$ cat src/rtl/uart_arb_pkg.sv
// Shared types and constants for the uart_tx arbiter: FSM encoding, requester
// count and the ACCEPT-state wait limit.
package uart_arb_pkg;

  typedef enum logic [1:0] {
    ARB_IDLE,
    ARB_ACCEPT,
    ARB_DRAIN
  } arb_state_t;

  localparam int NUM_REQ     = 2;
  localparam int ACCEPT_WAIT = 2;

endpackage

$ cat src/rtl/uart_tx_arbiter_if.sv
// Requester, forced-owner and uart_tx handshake bundle of the arbiter.
// slave is the arbiter's view; master is the surrounding top level's view.
interface uart_tx_arbiter_if;
  import uart_arb_pkg::*;

  logic [NUM_REQ-1:0]   i_req_stb;
  logic [8*NUM_REQ-1:0] i_req_data;
  logic [NUM_REQ-1:0]   o_req_busy;
  logic                 i_force_en;
  logic                 i_force_sel;
  logic [7:0]           o_tx_data;
  logic                 o_tx_stb;
  logic                 i_tx_busy;
  logic [NUM_REQ-1:0]   o_owner;

  modport slave (
    input  i_req_stb, i_req_data, i_force_en, i_force_sel, i_tx_busy,
    output o_req_busy, o_tx_data, o_tx_stb, o_owner
  );

  modport master (
    output i_req_stb, i_req_data, i_force_en, i_force_sel, i_tx_busy,
    input  o_req_busy, o_tx_data, o_tx_stb, o_owner
  );

endinterface

$ cat src/rtl/uart_arb_hold.sv
// One-byte holding register for a single requester. A strobe is only taken
// while empty; the arbiter empties it in the cycle its byte is launched.
module uart_arb_hold (
  input  logic       i_clk,
  input  logic       i_reset_n,
  input  logic       i_stb,
  input  logic [7:0] i_data,
  input  logic       i_clear,
  output logic       o_busy,
  output logic [7:0] o_data
);

  // Clear only applies when full, so it can never race a capture.
  always_ff @(posedge i_clk or negedge i_reset_n) begin
    if (!i_reset_n) begin
      o_busy <= 1'b0;
      o_data <= '0;
    end else if (i_clear) begin
      o_busy <= 1'b0;
    end else if (i_stb && !o_busy) begin
      o_busy <= 1'b1;
      o_data <= i_data;
    end
  end

endmodule

$ cat src/rtl/uart_tx_arbiter.sv
// Round-robin arbiter sharing one uart_tx between the ihex controller (req 0)
// and the wbuart buffer (req 1). Define UART_ARB_PKT_LOCK_EN for packet locking.
module uart_tx_arbiter
  import uart_arb_pkg::*;
#(
  parameter int         IDLE_TIMEOUT = 1024,
  parameter logic [7:0] EOL_CHAR     = 8'h0A
) (
  input  logic             i_clk,
  input  logic             i_reset_n,
  uart_tx_arbiter_if.slave bus
);

  localparam int CNT_W = $clog2(IDLE_TIMEOUT + 1);
  localparam int ACC_W = (ACCEPT_WAIT > 1) ? $clog2(ACCEPT_WAIT) : 1;

  arb_state_t         state_q, state_d;
  logic [ACC_W-1:0]   acc_cnt_q, acc_cnt_d;
  logic               tx_stb_q, tx_stb_d;
  logic [7:0]         tx_data_q, tx_data_d;
  logic [NUM_REQ-1:0] owner_q, owner_d;
  logic               rr_q, rr_d;

  logic [NUM_REQ-1:0] full, clear, force_mask, lock_mask, elig;
  logic [7:0]         hold_data [NUM_REQ];
  logic               win, grant;

  for (genvar n = 0; n < NUM_REQ; n++) begin : g_hold
    uart_arb_hold u_hold (
      .i_clk     (i_clk),
      .i_reset_n (i_reset_n),
      .i_stb     (bus.i_req_stb[n]),
      .i_data    (bus.i_req_data[8*n +: 8]),
      .i_clear   (clear[n]),
      .o_busy    (full[n]),
      .o_data    (hold_data[n])
    );
  end

  assign clear          = {NUM_REQ{tx_stb_q}} & owner_q;
  assign bus.o_req_busy = full;
  assign bus.o_tx_stb   = tx_stb_q;
  assign bus.o_tx_data  = tx_data_q;
  assign bus.o_owner    = owner_q;

  // Force inputs only matter when grant is evaluated, which happens in IDLE.
  assign force_mask = bus.i_force_en ? (bus.i_force_sel ? 2'b10 : 2'b01) : 2'b11;
  assign elig       = full & force_mask & lock_mask;
  assign win        = (elig == 2'b11) ? ~rr_q : elig[1];
  assign grant      = (state_q == ARB_IDLE) && (elig != '0) && !bus.i_tx_busy;

`ifdef UART_ARB_PKT_LOCK_EN
  logic             lock_q, lock_owner_q, lock_eff, timeout;
  logic [CNT_W-1:0] idle_cnt_q;

  assign timeout   = (idle_cnt_q == CNT_W'(IDLE_TIMEOUT));
  assign lock_eff  = lock_q && !timeout &&
                     !(bus.i_force_en && (lock_owner_q != bus.i_force_sel));
  assign lock_mask = !lock_eff ? 2'b11 : (lock_owner_q ? 2'b10 : 2'b01);

  // The idle count tops out at IDLE_TIMEOUT, which drops the lock that cycle.
  always_ff @(posedge i_clk or negedge i_reset_n) begin
    if (!i_reset_n) begin
      lock_q       <= 1'b0;
      lock_owner_q <= 1'b0;
      idle_cnt_q   <= '0;
    end else if (grant) begin
      lock_q       <= (hold_data[win] != EOL_CHAR);
      lock_owner_q <= win;
      idle_cnt_q   <= '0;
    end else if (state_q == ARB_IDLE) begin
      if (!lock_eff) begin
        lock_q     <= 1'b0;
        idle_cnt_q <= '0;
      end else if (!full[lock_owner_q]) begin
        idle_cnt_q <= idle_cnt_q + 1'b1;
      end
    end
  end
`else
  logic [CNT_W+7:0] unused_lock_cfg;

  assign lock_mask       = '1;
  assign unused_lock_cfg = {CNT_W'(IDLE_TIMEOUT), EOL_CHAR};
`endif

  always_ff @(posedge i_clk or negedge i_reset_n) begin
    if (!i_reset_n) begin
      state_q   <= ARB_IDLE;
      acc_cnt_q <= '0;
      tx_stb_q  <= 1'b0;
      tx_data_q <= '0;
      owner_q   <= '0;
      rr_q      <= 1'b0;
    end else begin
      state_q   <= state_d;
      acc_cnt_q <= acc_cnt_d;
      tx_stb_q  <= tx_stb_d;
      tx_data_q <= tx_data_d;
      owner_q   <= owner_d;
      rr_q      <= rr_d;
    end
  end

  // A serializer that never raises busy is treated as having finished the byte.
  always_comb begin
    state_d   = state_q;
    acc_cnt_d = acc_cnt_q;
    tx_stb_d  = 1'b0;
    tx_data_d = tx_data_q;
    owner_d   = owner_q;
    rr_d      = rr_q;
    case (state_q)
      ARB_IDLE: begin
        if (grant) begin
          tx_stb_d  = 1'b1;
          tx_data_d = hold_data[win];
          owner_d   = win ? 2'b10 : 2'b01;
          rr_d      = win;
          acc_cnt_d = '0;
          state_d   = ARB_ACCEPT;
        end
      end
      ARB_ACCEPT: begin
        if (bus.i_tx_busy || (acc_cnt_q == ACC_W'(ACCEPT_WAIT - 1))) begin
          state_d = ARB_DRAIN;
        end else begin
          acc_cnt_d = acc_cnt_q + 1'b1;
        end
      end
      ARB_DRAIN: begin
        if (!bus.i_tx_busy) begin
          state_d = ARB_IDLE;
        end
      end
      default: state_d = ARB_IDLE;
    endcase
  end

endmodule
$ cat src/flat_wrapper.sv
// flat-port wrapper written by rule: the top's interface ports become plain ports
module uart_tx_arbiter_flat import uart_arb_pkg::*;
#(
  parameter int         IDLE_TIMEOUT = 1024,
  parameter logic [7:0] EOL_CHAR     = 8'h0A
)
  (i_clk, i_reset_n, bus_i_req_stb, bus_i_req_data, bus_i_force_en, bus_i_force_sel, bus_i_tx_busy, bus_o_req_busy, bus_o_tx_data, bus_o_tx_stb, bus_o_owner);
  uart_tx_arbiter_if bus_i ();
  input  logic i_clk;
  input  logic i_reset_n;
  input wire logic [$bits(bus_i.i_req_stb)-1:0] bus_i_req_stb;
  input wire logic [$bits(bus_i.i_req_data)-1:0] bus_i_req_data;
  input wire logic [$bits(bus_i.i_force_en)-1:0] bus_i_force_en;
  input wire logic [$bits(bus_i.i_force_sel)-1:0] bus_i_force_sel;
  input wire logic [$bits(bus_i.i_tx_busy)-1:0] bus_i_tx_busy;
  output wire logic [$bits(bus_i.o_req_busy)-1:0] bus_o_req_busy;
  output wire logic [$bits(bus_i.o_tx_data)-1:0] bus_o_tx_data;
  output wire logic [$bits(bus_i.o_tx_stb)-1:0] bus_o_tx_stb;
  output wire logic [$bits(bus_i.o_owner)-1:0] bus_o_owner;
  assign bus_i.i_req_stb = bus_i_req_stb;
  assign bus_i.i_req_data = bus_i_req_data;
  assign bus_i.i_force_en = bus_i_force_en;
  assign bus_i.i_force_sel = bus_i_force_sel;
  assign bus_i.i_tx_busy = bus_i_tx_busy;
  assign bus_o_req_busy = bus_i.o_req_busy;
  assign bus_o_tx_data = bus_i.o_tx_data;
  assign bus_o_tx_stb = bus_i.o_tx_stb;
  assign bus_o_owner = bus_i.o_owner;
  uart_tx_arbiter #(.IDLE_TIMEOUT(IDLE_TIMEOUT), .EOL_CHAR(EOL_CHAR)) u_core (.i_clk(i_clk), .i_reset_n(i_reset_n), .bus(bus_i));
endmodule
$ cat config.mk
export PLATFORM = sky130hd
export DESIGN_NAME = uart_tx_arbiter_flat
export DESIGN_NICKNAME = d
export VERILOG_FILES = /design/src/rtl/uart_arb_pkg.sv /design/src/rtl/uart_tx_arbiter_if.sv /design/src/rtl/uart_arb_hold.sv /design/src/rtl/uart_tx_arbiter.sv /design/src/flat_wrapper.sv
export SDC_FILE = /design/constraint.sdc
export NUM_CORES = 1
export LEC_CHECK = 0
export ABC_AREA = 1
export CAP_MARGIN = 20
export CORE_UTILIZATION = 40
export CTS_CLUSTER_SIZE = 14
export DETAILED_ROUTE_END_ITERATION = 8
export HOLD_SLACK_MARGIN = 0.06
export PLACE_DENSITY = 0.7
export SLEW_MARGIN = 0
export SYNTH_ARGS = -nofsm -noshare
export SYNTH_HDL_FRONTEND = slang
export SYNTH_SLANG_ARGS = --single-unit
$ cat constraint.sdc
create_clock -name i_clk -period 1 [get_ports i_clk]
set_input_delay 0.2 -clock i_clk [delete_from_list [all_inputs] [get_ports i_clk]]
set_output_delay 0.2 -clock i_clk [all_outputs]
set_load 0.03 [all_outputs]
After elaboration in Yosys (flattened, before gate mapping)
Cells that the tools add are included.

Register bits after elaboration: 33. Logic and storage cells: 63. Bits of input ports: 23.

Order comparisons: 1. Bitwise logic cells: 6. Equal/unequal tests: 7. Reduce and logical (&&, ||, !) cells: 18. Mux-type cells: 20. Add/sub/neg operators: 1.

Operator list (number): $mux 8 (3); $mux 2 (6); $mux 1 (9); $reduce_bool 2->1 (4); $pmux 2 s3 (1); $reduce_and 2->1 (3); $reduce_and 3->1 (2); $and 2x2->2 (2); $eq 2x2->1 const B (2); $logic_and 1x1->1 (4); $ne 2x1->1 const B (2); $ne 2x2->1 const B (2); $logic_not 1->1 (3); $not 1->1 (3); $eq 2x1->1 const B (1); $ge 2x2->1 const B (1); $logic_not 2->1 (1); $not 1->2 (1); $pmux 1 s2 (1); $add 1x1->1 const B (1); $logic_or 1x1->1 (1).

Longest topological paths before layout
Gate-level depths: netlist of the first run.

Word-level depth: 9. Depth in mapped cells: 8. Gate-level depth less buffers: 8.

By module
Synthesis of the first run repeated with hierarchy kept, for this count alone.

Cell total of the unflattened synthesis: 172. Area total of the unflattened synthesis: 1441.4 um^2.

Modules (own cells, without submodules): uart_arb_hold (cells each 38, instances 2, area an instance 360.3 um^2, sequential area each 225.2 um^2); uart_tx_arbiter (cells each 96, instances 1, area an instance 720.7 um^2, sequential area each 350.3 um^2).

Worst setup path before layout of the first run
OpenSTA, ideal clock, no wires.

Kind: register -> register. Start point: register u_core.owner_q[0], in the netlist u_core.bus.o_owner[0]. End point: register u_core.g_hold[0].u_hold.o_data[4]. Arrival time: 1.047 ns. Slack: -0.169 ns. Stages on the path, launching flop included: 6. Period minus slack after synthesis: 1.169 ns. Required time: 0.879 ns. Cell sequence: dfrtp_1 > nand2_1 > nand3b_4 > buf_4 > nor2_1 > a21oi_1.

Word-level cells in the longest chain between the ends: 3.

Ends and longest elaborated chain: start: declaration (RTL line uart_tx_arbiter.sv:21) `logic [NUM_REQ-1:0] owner_q, owner_d;`; start signal: assignment (RTL line uart_tx_arbiter.sv:100) `owner_q <= owner_d;`; $and 2x2->2 (RTL line uart_tx_arbiter.sv:40) `assign clear = {NUM_REQ{tx_stb_q}} & owner_q;`; $not 1->1 (no line); $reduce_and 2->1 (no line); end signal: assignment (RTL line uart_arb_hold.sv:22) `o_data <= i_data;`; end: declaration (RTL line uart_arb_hold.sv:10) `output logic [7:0] o_data`.

Every way passes these cells. A chain may end at the register's enable or synchronous reset.

Worst setup path in the final report of the first run
Start point: register u_core.state_q[1]. End point: register u_core.tx_data_q[3], in the netlist u_core.bus.o_tx_data[3].

Word-level cells in the longest chain between the ends: 4.

Ends and longest elaborated chain: start: declaration (RTL line uart_tx_arbiter.sv:17) `arb_state_t state_q, state_d;`; start signal: assignment (RTL line uart_tx_arbiter.sv:96) `state_q <= state_d;`; $logic_not 2->1 * (RTL line uart_tx_arbiter.sv:50, uart_tx_arbiter.sv:113); $logic_and 1x1->1 (2 in series) (RTL line uart_tx_arbiter.sv:50) `assign grant = (state_q == ARB_IDLE) && (elig != '0) && !bus.i_tx_busy;`; $reduce_and 2->1 (no line) *; end signal: assignment (RTL line uart_tx_arbiter.sv:99) `tx_data_q <= tx_data_d;`; end: declaration (RTL line uart_tx_arbiter.sv:20) `logic [7:0] tx_data_q, tx_data_d;`.

Every way passes the cells marked *; elsewhere a longest branch is shown, timed or not.

==> results of run 1 <==
-- cells in the mapped netlist (all sizes together) --
master and instances:
nand3b 2, nor2 17, dfrtp 32, buf 6, a21oi 17, inv 23
o21ai 4, nand3 19, nand2 42, or2 1
-- per-stage QoR --
| step | cells | hold slack, ns | setup TNS [ns] | util (%) |
|---|---|---|---|---|
| after floorplan | 163 | -0.0956 | -0.670 | - |
| after global routing | 283 | 0.232 | -8.87 | 78.8 |
| final | 283 | 0.211 | -6.95 | 78.8 |
| after global placement | 246 | 0.469 | -9.08 | 55.0 |
| after detailed placement | 246 | 0.470 | -9.97 | 55.0 |
| after CTS | 277 | 0.243 | -4.76 | 74.3 |
-- what timing repair did --
action / 4_1_cts / 5_1_grt
hold buffers: 0 / 0
pin swaps: 19 / 10
resized for setup: 82 / 31
setup buffers: 14 / 7
setup endpoints to repair: 41 / 45
cloned: 9 / 0
-- flip-flops by register name, indices dropped and copies added, names as in the netlist --
register and flops:
u_core.g_hold.u_hold.o_busy 2, u_core.g_hold.u_hold.o_data 16, u_core.bus.o_owner 1, u_core.acc_cnt_q 1
u_core.bus.o_tx_data 8, u_core.state_q 2, u_core.bus.o_tx_stb 1, u_core.rr_q 1
-- layer usage --
metal	vias to the layer above	part of all wire, %	track usage (%)
met3	25	5.4	6.42
met2	73	51	46.5
met1	725	40	29.4
li1	667	-	-
met4	0	4.0	12.4
met5	-	0	0
-- worst paths after layout --
check / startpoint / to / depth (start not counted)
worst min-delay path: i_reset_n / u_core.bus.o_tx_data[4]$_DFFE_PN0P_ / 2
worst max register to register: u_core.state_q[1]$_DFFE_PN0P_ / u_core.bus.o_tx_data[3]$_DFFE_PN0P_ / 8
min in group i_clk: bus_i_req_data[15] / u_core.g_hold[1].u_hold.o_data[7]$_DFFE_PN0P_ / 3
worst min register to register: u_core.g_hold[0].u_hold.o_data[3]$_DFFE_PN0P_ / u_core.g_hold[0].u_hold.o_data[3]$_DFFE_PN0P_ / 2
max in group asynchronous: i_reset_n / u_core.g_hold[0].u_hold.o_data[3]$_DFFE_PN0P_ / 2
worst max-delay path: u_core.state_q[1]$_DFFE_PN0P_ / u_core.bus.o_tx_data[3]$_DFFE_PN0P_ / 8
-- power groups by stage --
| stage | clock (mW) | combinational [mW] | sequential, mW |
|---|---|---|---|
| finish | 1.16 | 5.13 | 2.28 |
| global route | 1.21 | 5.43 | 2.33 |
| CTS | 1.11 | 4.46 | 2.22 |
| detailed placement | 0 | 2.76 | 2.21 |
| global placement | 0 | 2.69 | 2.18 |
| floorplan | 0 | 1.50 | 2.57 |
-- cell type report --
type / instances / area, sq um / area share [%]
clock inverters: 1 / 30.0 / 1.13
clock buffers: 7 / 65.1 / 2.45
inverters: 23 / 88.8 / 3.35
multi-input cells: 108 / 901 / 34.0
repair buffers: 65 / 697 / 26.3
well taps: 46 / 57.6 / 2.17
flip-flops and latches: 32 / 805 / 30.3
repair inverters: 1 / 7.51 / 0.283
-- logic make-up (layout without fill, tap and decap cells) --
logic type	count (synthesis)	after routing	synth area share, %
AND/OR/NAND/NOR	81	87	26.2
flip-flops	32	32	56.2
buffers and inverters	29	97	9.48
AO/OA/AOI/OAI	21	21	8.16
==> run_results.csv, run 1 <==
group,metric,value,unit
critical_path,critPathKind,"reg -> reg",
clock_network,clock_path_buffers,2,
critical_path,cp_top_family,"flip-flops",
floorplan,initial_core_util,42.4,%
logic_synthesis,synth_fp_nets,186,
critical_path,endpoint_kind,"register",
logic_synthesis,ys_ff_latch,32,
placed_design,place_area,1850,sq um
cells_and_area,stdcell_area,2650,sq um
pwr,p_seq_share,26.6,%
cells_and_area,nFillCells,217,
global_routing,grt_max_degree,33,
placed_design,io_buffer_count,35,
pwr,pwr-share-comb,59.9,%
route,avgViaCountPerCell,5.27,
cells_and_area,mostFrequentLayoutCells,"29 x dfrtp_1, 21 x nand2_1, 21 x buf_6",
route,post-route-drc-count,0,
placed_design,gp_congestion,0.794,
floorplan,die_h,61.7,um
logic_synthesis,synth_cell_types,18,
pwr,p_int,4.90,mW
clock_network,clock-root-buffer,"clkbuf_4",
logic_synthesis,synth.top_cell.area_share,56.2,%
route,post_drt_wl_per_cell,17.8,um
critical_path,crit_fanout,5,
sta,finalCriticalPeriod,1.29,ns
logic_synthesis,avgSynthCellArea,8.74,sq um
floorplan,pin_count,36,
floorplan,placementRows,21,
logic_synthesis,yosysWarnings,0,
global_routing,antenna_found_initial,0,
placed_design,dp_slack,-0.500,ns
clock_network,clk_pin_slew,0.12,ns
pwr,powerDensity,3230,nW/um^2
sta,rsz0062_at_grt,"yes",
global_routing,grt_pass1_vias,1449,
pwr,p_sw,3.67,mW
pwr,ir_drop,1440,uV
critical_path,r2r_slack,-0.29,ns
sta,layout_setup_ws,-0.289,ns
logic_synthesis,yosysTopAreaCell,"dfrtp_1",
clock_network,h-tree-depth,2,
critical_path,worst-path-buf-inv,4,
flow_run,drv_cap,0,
sta,slew_headroom,72.7,%
clock_network,insertion_delay,0.36,ns
logic_synthesis,synth_area,1430,sq um
critical_path,worst-endpoint-required,1.25,ns
sta,finalHoldViolations,0,
critical_path,slowest_delay,0.41,ns
sta,setup_viol,43,
pwr,p_clk_share,13.5,%
logic_synthesis,yosysSeqAreaShare,56.2,%
placed_design,dp_hpwl,2.17,mm
sta,max_slew.worst_pin.slew,0.408,ns
cells_and_area,drive_gt1_share,55.3,%
global_routing,grt_pass1_wl,6.93,mm
pwr,switching_share,42.8,%
cells_and_area,final_common_cell,"dfrtp_1",
route,vias,1490,
outcome,status,"complete, but fails checks",
sta,timing.fmax,776,MHz
critical_path,cpMaxStageDelayCell,"dfrtp_1",
clock_network,cts_tree,"done",
critical_path,critPathLaunchType,"register",
critical_path,crit_chain,"inv_2 > nand3b_1 > inv_2 > nand2_4 > buf_12 > buf_8 > nand2_1 > nand2_1",
floorplan,core_area,3360,sq um
route,drt_iter0_drc,54,
sta,slew_viol_final,0,
clock_network,cts_made_buffers,5,
floorplan,die_x,61.7,um
critical_path,cp.arrival,1.54,ns
route,drt_wl_total,5.04,mm
pwr,design_power_total,8.57,mW
logic_synthesis,synthCells,163,
route,drt_pass1_iterations,4,
global_routing,grt_usage,26.2,%
cells_and_area,antenna_cells,0,
pwr,p_leak,1.23,nW
route,ant_nets,0,
sta,fin_crit_sh,129,%
global_routing,grt-ovfl-total,0,
cells_and_area,finalNetCount,259,
clock_network,cts.sink_count,32,
floorplan,dieArea,3810,sq um
cells_and_area,syn2layout_area_growth,86.0,%
sta,skew,0.0243,ns
min_path,worst_hold_path_type,"in -> async",
outcome,violations,"setup timing",
logic_synthesis,synthTopCellsByArea,"dfrtp_1 56%, nand2_1 10%, nand3_1 6.0%, a21oi_1 5.6%, inv_1 5.3%",
Note: power is estimated with default switching activity, not from simulation.
==> inputs of run 2 (changes only) <==
--- a/config.mk
+++ b/config.mk
@@ -6,11 +6,9 @@
 export NUM_CORES = 1
 export LEC_CHECK = 0
 export ABC_AREA = 1
-export CAP_MARGIN = 20
 export CORE_UTILIZATION = 40
 export CTS_CLUSTER_SIZE = 14
 export DETAILED_ROUTE_END_ITERATION = 8
-export HOLD_SLACK_MARGIN = 0.06
 export PLACE_DENSITY = 0.7
 export SLEW_MARGIN = 0
 export SYNTH_ARGS = -nofsm -noshare
==> results of run 2 <==
No change in the layout: final DEF, timing and power equal those of run 1.
==> inputs of run 3 (changes only) <==
--- a/config.mk
+++ b/config.mk
@@ -9,6 +9,7 @@
 export CORE_UTILIZATION = 40
 export CTS_CLUSTER_SIZE = 14
 export DETAILED_ROUTE_END_ITERATION = 8
+export GPL_ROUTABILITY_DRIVEN = 0
 export PLACE_DENSITY = 0.7
 export SLEW_MARGIN = 0
 export SYNTH_ARGS = -nofsm -noshare
==> results of run 3 <==
No change in the layout: final DEF, timing and power equal those of run 1.
